File: src/rtl/stack_unit.sv
// rtl/stack_unit.sv - operand stack for the StackMIPS datapath
// Push/pop/tos strobes from the Controller; registered top-of-stack read, sticky error flags.
module stack_unit #(
   parameter  int WIDTH = 8,
   parameter  int DEPTH = 16,
   localparam int PTR_W = $clog2(DEPTH) + 1
) (
   input  logic             clk,
   input  logic             rst,
   input  logic             push,
   input  logic             pop,
   input  logic             tos,
   input  logic             clr_err,
   input  logic [WIDTH-1:0] din,
   output logic [WIDTH-1:0] dout,
   output logic [PTR_W-1:0] count,
   output logic             empty,
   output logic             full,
   output logic             overflow,
   output logic             underflow
);
   localparam int AW = $clog2(DEPTH);

   logic [WIDTH-1:0] mem_q [DEPTH];
   logic [PTR_W-1:0] count_q, count_d;
   logic [WIDTH-1:0] dout_q, dout_d;
   logic             ovf_q, ovf_d;
   logic             udf_q, udf_d;
   logic             wr_en;
   logic [AW-1:0]    wr_addr;
   logic [PTR_W-1:0] count_m1;
   logic [AW-1:0]    top_addr;
   logic             is_empty, is_full;
   logic             set_ovf, set_udf;

   assign is_empty = (count_q == '0);
   assign is_full  = (count_q == PTR_W'(DEPTH));
   assign count_m1 = count_q - PTR_W'(1);
   assign top_addr = count_m1[AW-1:0];

   always_comb begin
      count_d = count_q;
      dout_d  = dout_q;
      wr_en   = 1'b0;
      wr_addr = count_q[AW-1:0];
      set_ovf = 1'b0;
      set_udf = 1'b0;

      if (push && pop) begin
         // Replace-top; on an empty stack this degenerates to a plain push.
         wr_en = 1'b1;
         if (is_empty) begin
            wr_addr = '0;
            count_d = PTR_W'(1);
         end else begin
            wr_addr = top_addr;
         end
      end else if (push) begin
         if (is_full) begin
            set_ovf = 1'b1;
         end else begin
            wr_en   = 1'b1;
            count_d = count_q + PTR_W'(1);
         end
      end else if (pop) begin
         if (is_empty) begin
            set_udf = 1'b1;
         end else begin
            count_d = count_m1;
         end
      end

      // tos always sees the pre-edge top, regardless of push/pop in the same cycle.
      if (tos) begin
         if (!is_empty) begin
            dout_d = mem_q[top_addr];
         end else if (!(push && pop)) begin
            set_udf = 1'b1;
         end
      end

      ovf_d = set_ovf | (ovf_q & ~clr_err);
      udf_d = set_udf | (udf_q & ~clr_err);
   end

   always_ff @(posedge clk) begin
      if (rst) begin
         count_q <= '0;
         dout_q  <= '0;
         ovf_q   <= 1'b0;
         udf_q   <= 1'b0;
      end else begin
         count_q <= count_d;
         dout_q  <= dout_d;
         ovf_q   <= ovf_d;
         udf_q   <= udf_d;
      end
   end

   // Storage is deliberately left out of reset.
   always_ff @(posedge clk) begin
      if (!rst && wr_en) begin
         mem_q[wr_addr] <= din;
      end
   end

   assign dout      = dout_q;
   assign count     = count_q;
   assign empty     = is_empty;
   assign full      = is_full;
   assign overflow  = ovf_q;
   assign underflow = udf_q;
endmodule

File: config.mk
export PLATFORM = sky130hd
export DESIGN_NAME = stack_unit
export DESIGN_NICKNAME = d
export VERILOG_FILES = /design/src/rtl/stack_unit.sv
export SDC_FILE = /design/constraint.sdc
export NUM_CORES = 1
export LEC_CHECK = 0
export CAP_MARGIN = 20
export CORE_ASPECT_RATIO = 1.5
export CORE_MARGIN = 5
export CORE_UTILIZATION = 30
export CTS_CLUSTER_DIAMETER = 60
export DETAILED_ROUTE_END_ITERATION = 6
export HOLD_SLACK_MARGIN = 0.08
export MAX_ROUTING_LAYER = met4
export PLACE_DENSITY = 0.46
export SYNTH_ARGS = -nofsm -noshare
export SYNTH_HDL_FRONTEND = slang
export SYNTH_SLANG_ARGS = --single-unit
File: constraint.sdc
create_clock -name clk -period 4.4 [get_ports clk]
set_input_delay 0.66 -clock clk [delete_from_list [all_inputs] [get_ports clk]]
set_output_delay 0.66 -clock clk [all_outputs]
set_load 0.01 [all_outputs]
==> results.md <==
* Post-route ant nets at 0
* Area delta synth->final at 20.5%
* Final setup violating endpoints at 0
* Maximum vdd ir drop at 0.286 mV
* DRT iter0 DRCs at 235
* DR WL/cell at 22.0 um
* Ant. Diodes at 0
* Prevailing post-synth register cell: edfxtp_1
* Number of buffers created by CTS at 17
* Post-CTS Setup Bufs at 0
* Flop pwr share at 37.5%
* Total track usage at 13.7%
* CTS Hold Bufs at 0
* Multi-input logic area at 1660 um^2
* Detailed Route WL at 14.6 mm
* Sequential area share after synthesis at 70.0%
* Root Driver: clkbuf_16
* Register area at 4140 um^2
* Sw frac at 30.2%
* Final instance area at 7130 um^2
* Vias in the first global route at 3504
* Cell internal pwr at 3.07 mW
* Area after DPL at 6550 um^2
* Row Count at 63
* IO Pins at 31
* Largest stage delay, worst path at 0.56 ns
* Outcome: completed
* Max Slew Vio Count at 0
* Initial Util at 30.2%
* Setup ws final at 0.787 ns
* Die Wd at 125 um
* Number of flops mapped to enable cells by yosys at 128
* Total Nets Final at 406
* Clock-pin slew on the worst setup and hold paths at 0.06 ns
* Max FO, Critical Path at 21
* Port Buffer Count at 30
* Crit-path cells: inv_2 -> ha_1 -> nor3b_2 -> and2_1 -> clkdlybuf4s50_1
* Startpoint Class: flop
* Final TNS setup at 0 ns
* Critical path required time at 3.74 ns
* Total overflow reported by the global router at 0
* Leak at 2.29 nW
* First-pass detailed-route iteration total at 4
* Fillers at 1810
* Detailed placer's ending HPWL at 10.0 mm
* Slowest CP cell: clkdlybuf4s50_1
* Power Dens Cells at 616 nW/um^2
* H-tree levels at 4
* Clock share of power at 31.6%
* Cell Area, Synth at 5920 um^2
* Via-to-Cell Ratio at 4.90
* Fraction of layout cells with a size suffix above 1 at 18.4%
* Gate Count Post-Synth at 346
* Total of max-cap violations at 0
* Worst-skew pair later-pin latency at 0.41 ns
* Core area at 19600 um^2
* Via count at 3247
* CTS Buffer Depth at 2
* Syn. warnings at 0
* Worst slew margin at 41.0%
* Die Height at 182 um
* Initial antenna violation count at 0
* First-pass GRT wire length at 22.0 mm
* Resized cells post-CTS at 0
* Worst-margin pin slew at 0.885 ns
* Crit path time final at 3.61 ns
* CTS tree: yes
* Syn Area/Cell at 17.1 um^2
* CP Capture Type: output port
* Combinational power share at 30.9%
* DP Worst Slack at 0.906 ns
* P_sw at 1.33 mW
* Final worst-path cycle share at 82.1%
* Final Skew at 0.00674 ns
* Post-synth cell types at 46
* Final GP Congestion at 0.832
* Post-Syn Nets at 362
* Largest net degree at the start of global routing at 26
* Final Hold Vio Count at 0
* RSZ-0062 raised after global routing: no
* Sink Count at 143
* Final Power at 4.40 mW
* Seq cells post-synth at 143
* Die footprint at 22700 um^2
* Worst min-delay path category: reg -> reg
* Async set-reset flop share out of synthesis at 0%
* Drt drc at 0
* Fmax at 277 MHz
* Arrival @ worst endpoint at 2.95 ns
* Crit path kind: reg -> out
-- cell type report --
class / instances / area share [%]
clock inverter: 13 / 1.95
clock buffer: 19 / 6.07
multi-input combinational: 178 / 23.3
timing repair buffer: 44 / 5.68
tap: 260 / 4.56
inverter: 6 / 0.316
sequential: 143 / 58.1
-- routing by layer --
metal  global-route usage (%)  up-vias  wire length [um]  part of all wire [%]
li1                         -     1480                 -                     -
met1                     14.1     1659              5500                    38
met2                     24.7       80              8140                    56
met3                     3.24       28               453                   3.1
met4                     6.06        0               505                   3.5
met5                        -        -                 0                     0
-- worst max-delay path: cells and delay by family, from the launching register on --
kind	cells	cell delay, ns
buffers and inverters	2	0.93
adders and majority gates	1	0.46
and+or+nand+nor	2	0.83
DFF	1	0.31
-- cell families after synthesis --
kind of cell             after synthesis  synth area share [%]
AND/OR/NAND/NOR                       73                  5.77
XOR/XNOR                               4                 0.719
multiplexers                          40                  14.6
adder cells (fa/ha/maj)                2                 0.423
flip-flops                           143                  70.0
buffers and inverters                 25                  2.09
AO/OA/AOI/OAI                         59                  6.34
-- metrics by stage --
stage | hold WS, ns | std cells | utilization (%)
floorplan | 0.483 | 346 | -
global placement | 0.463 | 629 | 33.3
detailed placement | 0.464 | 630 | 33.4
CTS | 0.473 | 662 | 36.3
global route | 0.499 | 663 | 36.3
finish | 0.465 | 663 | 36.3
-- cells in the final DEF, fill, tap and decap left out, types with 3 or more instances in the layout --
cell,instances
clkinvlp_4,4
mux4_1,15
inv_1,3
nand2_1,9
mux4_2,17
a22oi_1,10
nand3_1,3
a21oi_1,11
nor2_1,39
edfxtp_1,128
o21ai_0,14
nor3_1,6
o21ai_1,10
nor2b_1,4
buf_4,13
mux2_2,8
dfxtp_1,15
clkbuf_16,17
inv_2,3
nand2b_1,3
clkdlybuf4s50_1,30
-- worst paths after layout --
check | from | endpoint | slack, ns | depth (start not counted)
setup / recovery | count[0] | full | 0.79 | 5
hold / removal | underflow | underflow | 0.47 | 2
setup reg to reg | count[0] | mem_q[1][5] | 1.14 | 7
hold reg to reg | underflow | underflow | 0.47 | 2
-- sequential cells by signal (all words and copies together) (netlist names) --
name,cells
mem_q,128
dout,8
count,5
overflow,1
underflow,1
-- cell usage after synthesis (8+ instances only) --
cell	instances	area [um^2]
mux4_1	15	394
mux4_2	17	383
o21ai_0	14	70.1
edfxtp_1	128	3840
nor2_1	39	146
dfxtp_1	15	300
a22oi_1	10	75.1
mux2_2	8	90.1
clkbuf_1	11	41.3
a21oi_1	11	55.1
o21ai_1	10	50.1
nand2_1	9	33.8
-- power by group through the flow --
stage	Combinational, mW	Clock (mW)	Sequential (mW)
4_1_cts	1.38	1.41	1.65
2_1_floorplan	0.950	0	1.66
5_1_grt	1.48	1.47	1.66
3_3_place_gp	1.37	0	1.68
6_report	1.36	1.39	1.65
3_5_place_dp	1.37	0	1.68
Note: power is estimated with default switching activity, not from simulation.
==> patch (same settings) <==
`dout_q` no longer has a reset.
--- a/src/rtl/stack_unit.sv
+++ b/src/rtl/stack_unit.sv
@@ -88,3 +88,2 @@
          count_q <= '0;
-         dout_q  <= '0;
          ovf_q   <= 1'b0;
@@ -93,3 +92,2 @@
          count_q <= count_d;
-         dout_q  <= dout_d;
          ovf_q   <= ovf_d;
@@ -97,2 +95,6 @@
       end
+   end
+
+   always_ff @(posedge clk) begin
+      dout_q <= dout_d;
    end
Behaviour: differs if rst is asserted again (counterexample within 4 cycles, from zero or initial values and one cycle with rst high); with rst held inactive, the same outputs for 10 cycles.
==> patch against the unedited design <==
Cell area decreased by 0.30%; register-to-register slack about the same; critical path type is now reg2reg; total power decreased by 4.4%; worst setup slack improved by 0.35 ns; area after synthesis increased by 0.85%; routed wire length decreased by 4.9%; sequential cell count unchanged; critical path depth increased by 1; critical endpoint is now mem_q[6][3].
==> patch: results <==
{
  "grt.busiest_layer": "met2",
  "grt_pass1_wl_mm": 20.85,
  "yosysSeqAreaShare_pct": 70.76,
  "dp_hpwl_mm": 9.877,
  "grt_max_degree": 46,
  "status": "complete, no violations",
  "reg2reg_to": "mem_q[6][3]",
  "clk_latency_ns": 0.41,
  "crit_family": "simple AND/OR/NAND/NOR gates",
  "finalClockSkew_ns": 0.008388,
  "ir_drop_mv": 0.2576,
  "dp_slack_ns": 0.8905,
  "yosys.cell_types.count": 44,
  "dp.cells": 597,
  "synth_nets": 340,
  "met2_usage_pct": 23.38,
  "power_leakage_nw": 2.224,
  "arrival_ns": 3.30,
  "grt_pass1_vias": 3229,
  "netlist_top_cells_count": "136 x edfxtp_1, 30 x mux4_2, 22 x nor2_1",
  "grt_use_met3_pct": 2.535,
  "crit_slowest_cell": "nor2_1",
  "hold_class": "reg2reg",
  "final.fill_count": 1849,
  "final_cells": 629,
  "grt_usage_pct": 12.95,
  "post_drt_via_cell_ratio": 4.757,
  "crit_fanout": 12,
  "routed_wl_mm": 13.89,
  "final_layout_size_suffix_gt1_share_pct": 19.78,
  "finalNetCount": 372,
  "tightest_slew_ns": 0.8460,
  "synthCells": 324,
  "synth_edf_count": 136,
  "firstDrtPassIters": 5,
  "gr-usage-met1_pct": 13.59,
  "gp_congestion": 0.8398,
  "synthTopCellsByArea": "edfxtp_1 68%, mux4_2 11%, dfxtp_1 2.3%",
  "worstRegToRegCells": 6,
  "max_stage_delay_ns": 0.66,
  "dr.first_iter.drc_count": 239,
  "r2r_setup_slack_ns": 1.14,
  "worstReg2RegStart": "count[1]"
}
## patch: cell types whose count changed after synthesis, moves of 7 or more
cell      unedited run  this run
edfxtp_1           128       136
mux2i_1              0        10
dfxtp_1             15         7
o21ai_0             14         0
mux4_1              15         2
o21ai_1             10         0
a22oi_1             10         2
mux4_2              17        30
nor2_1              39        22
clkbuf_1            11         4
nor2b_1              4        12
## patch: worst max path at each step
stage	to	slack, ns	start	depth (start not counted)
2_1_floorplan	mem_q[5][0]	1.41	count[0]	9
3_3_place_gp	mem_q[6][3]	1.04	push	5
3_5_place_dp	mem_q[6][3]	0.89	push	5
4_1_cts	mem_q[6][4]	1.12	count[1]	6
5_1_grt	mem_q[6][4]	0.85	count[1]	6
6_report	mem_q[6][3]	1.14	count[1]	6
## patch: routing by layer
metal  up-vias  part of all wire (%)
met5         -                     0
met4         0                   2.4
li1       1378                     -
met3        10                   3.3
met2        75                    56
met1      1529                    38
## patch: through the flow
| step | hold WS, ns | cell area [um2] |
|---|---|---|
| after floorplan | 0.5510 | 5969 |
| after CTS | 0.5266 | 7111 |
| after detailed placement | 0.5148 | 6492 |
| final | 0.5166 | 7111 |
| after global placement | 0.5112 | 6492 |
| after global routing | 0.5637 | 7111 |
## patch: power by group
part	internal (mW)	switching (mW)	leakage (nW)	total [mW]
clock	0.952	0.542	0.301	1.49
combinational	0.466	0.594	0.637	1.06
sequential	1.60	0.0515	1.29	1.65
## patch: logic make-up (layout without fill, tap and decap cells)
group           Yosys count  in the layout  share of synthesized area [%]
compound gates           46             46                          5.617
buf+inv                  29             74                          2.683
flops                   143            143                          70.76
xor+xnor                  2              2                         0.6079
mux                      45             45                          14.44
simple gates             57             57                          5.470
fa+ha+maj                 2              2                         0.4191
## patch: worst register-to-register path, stage by stage (launching register included)
cell and delay [ns]:
dfxtp_1 0.62, inv_1 0.09, ha_1 0.31, nor3b_4 0.23
a311oi_1 0.60, nand4b_1 0.38, nor2_1 0.66
## patch: final cells by class
type	count	area (um2)	share of cell area, %
well taps	260	325.3	4.575
repair buffers	33	322.8	4.540
clock inverters	13	185.2	2.604
flip-flops and latches	143	4225	59.42
multi-input cells	152	1585	22.29
inverters	9	33.78	0.4751
clock buffers	19	432.9	6.088
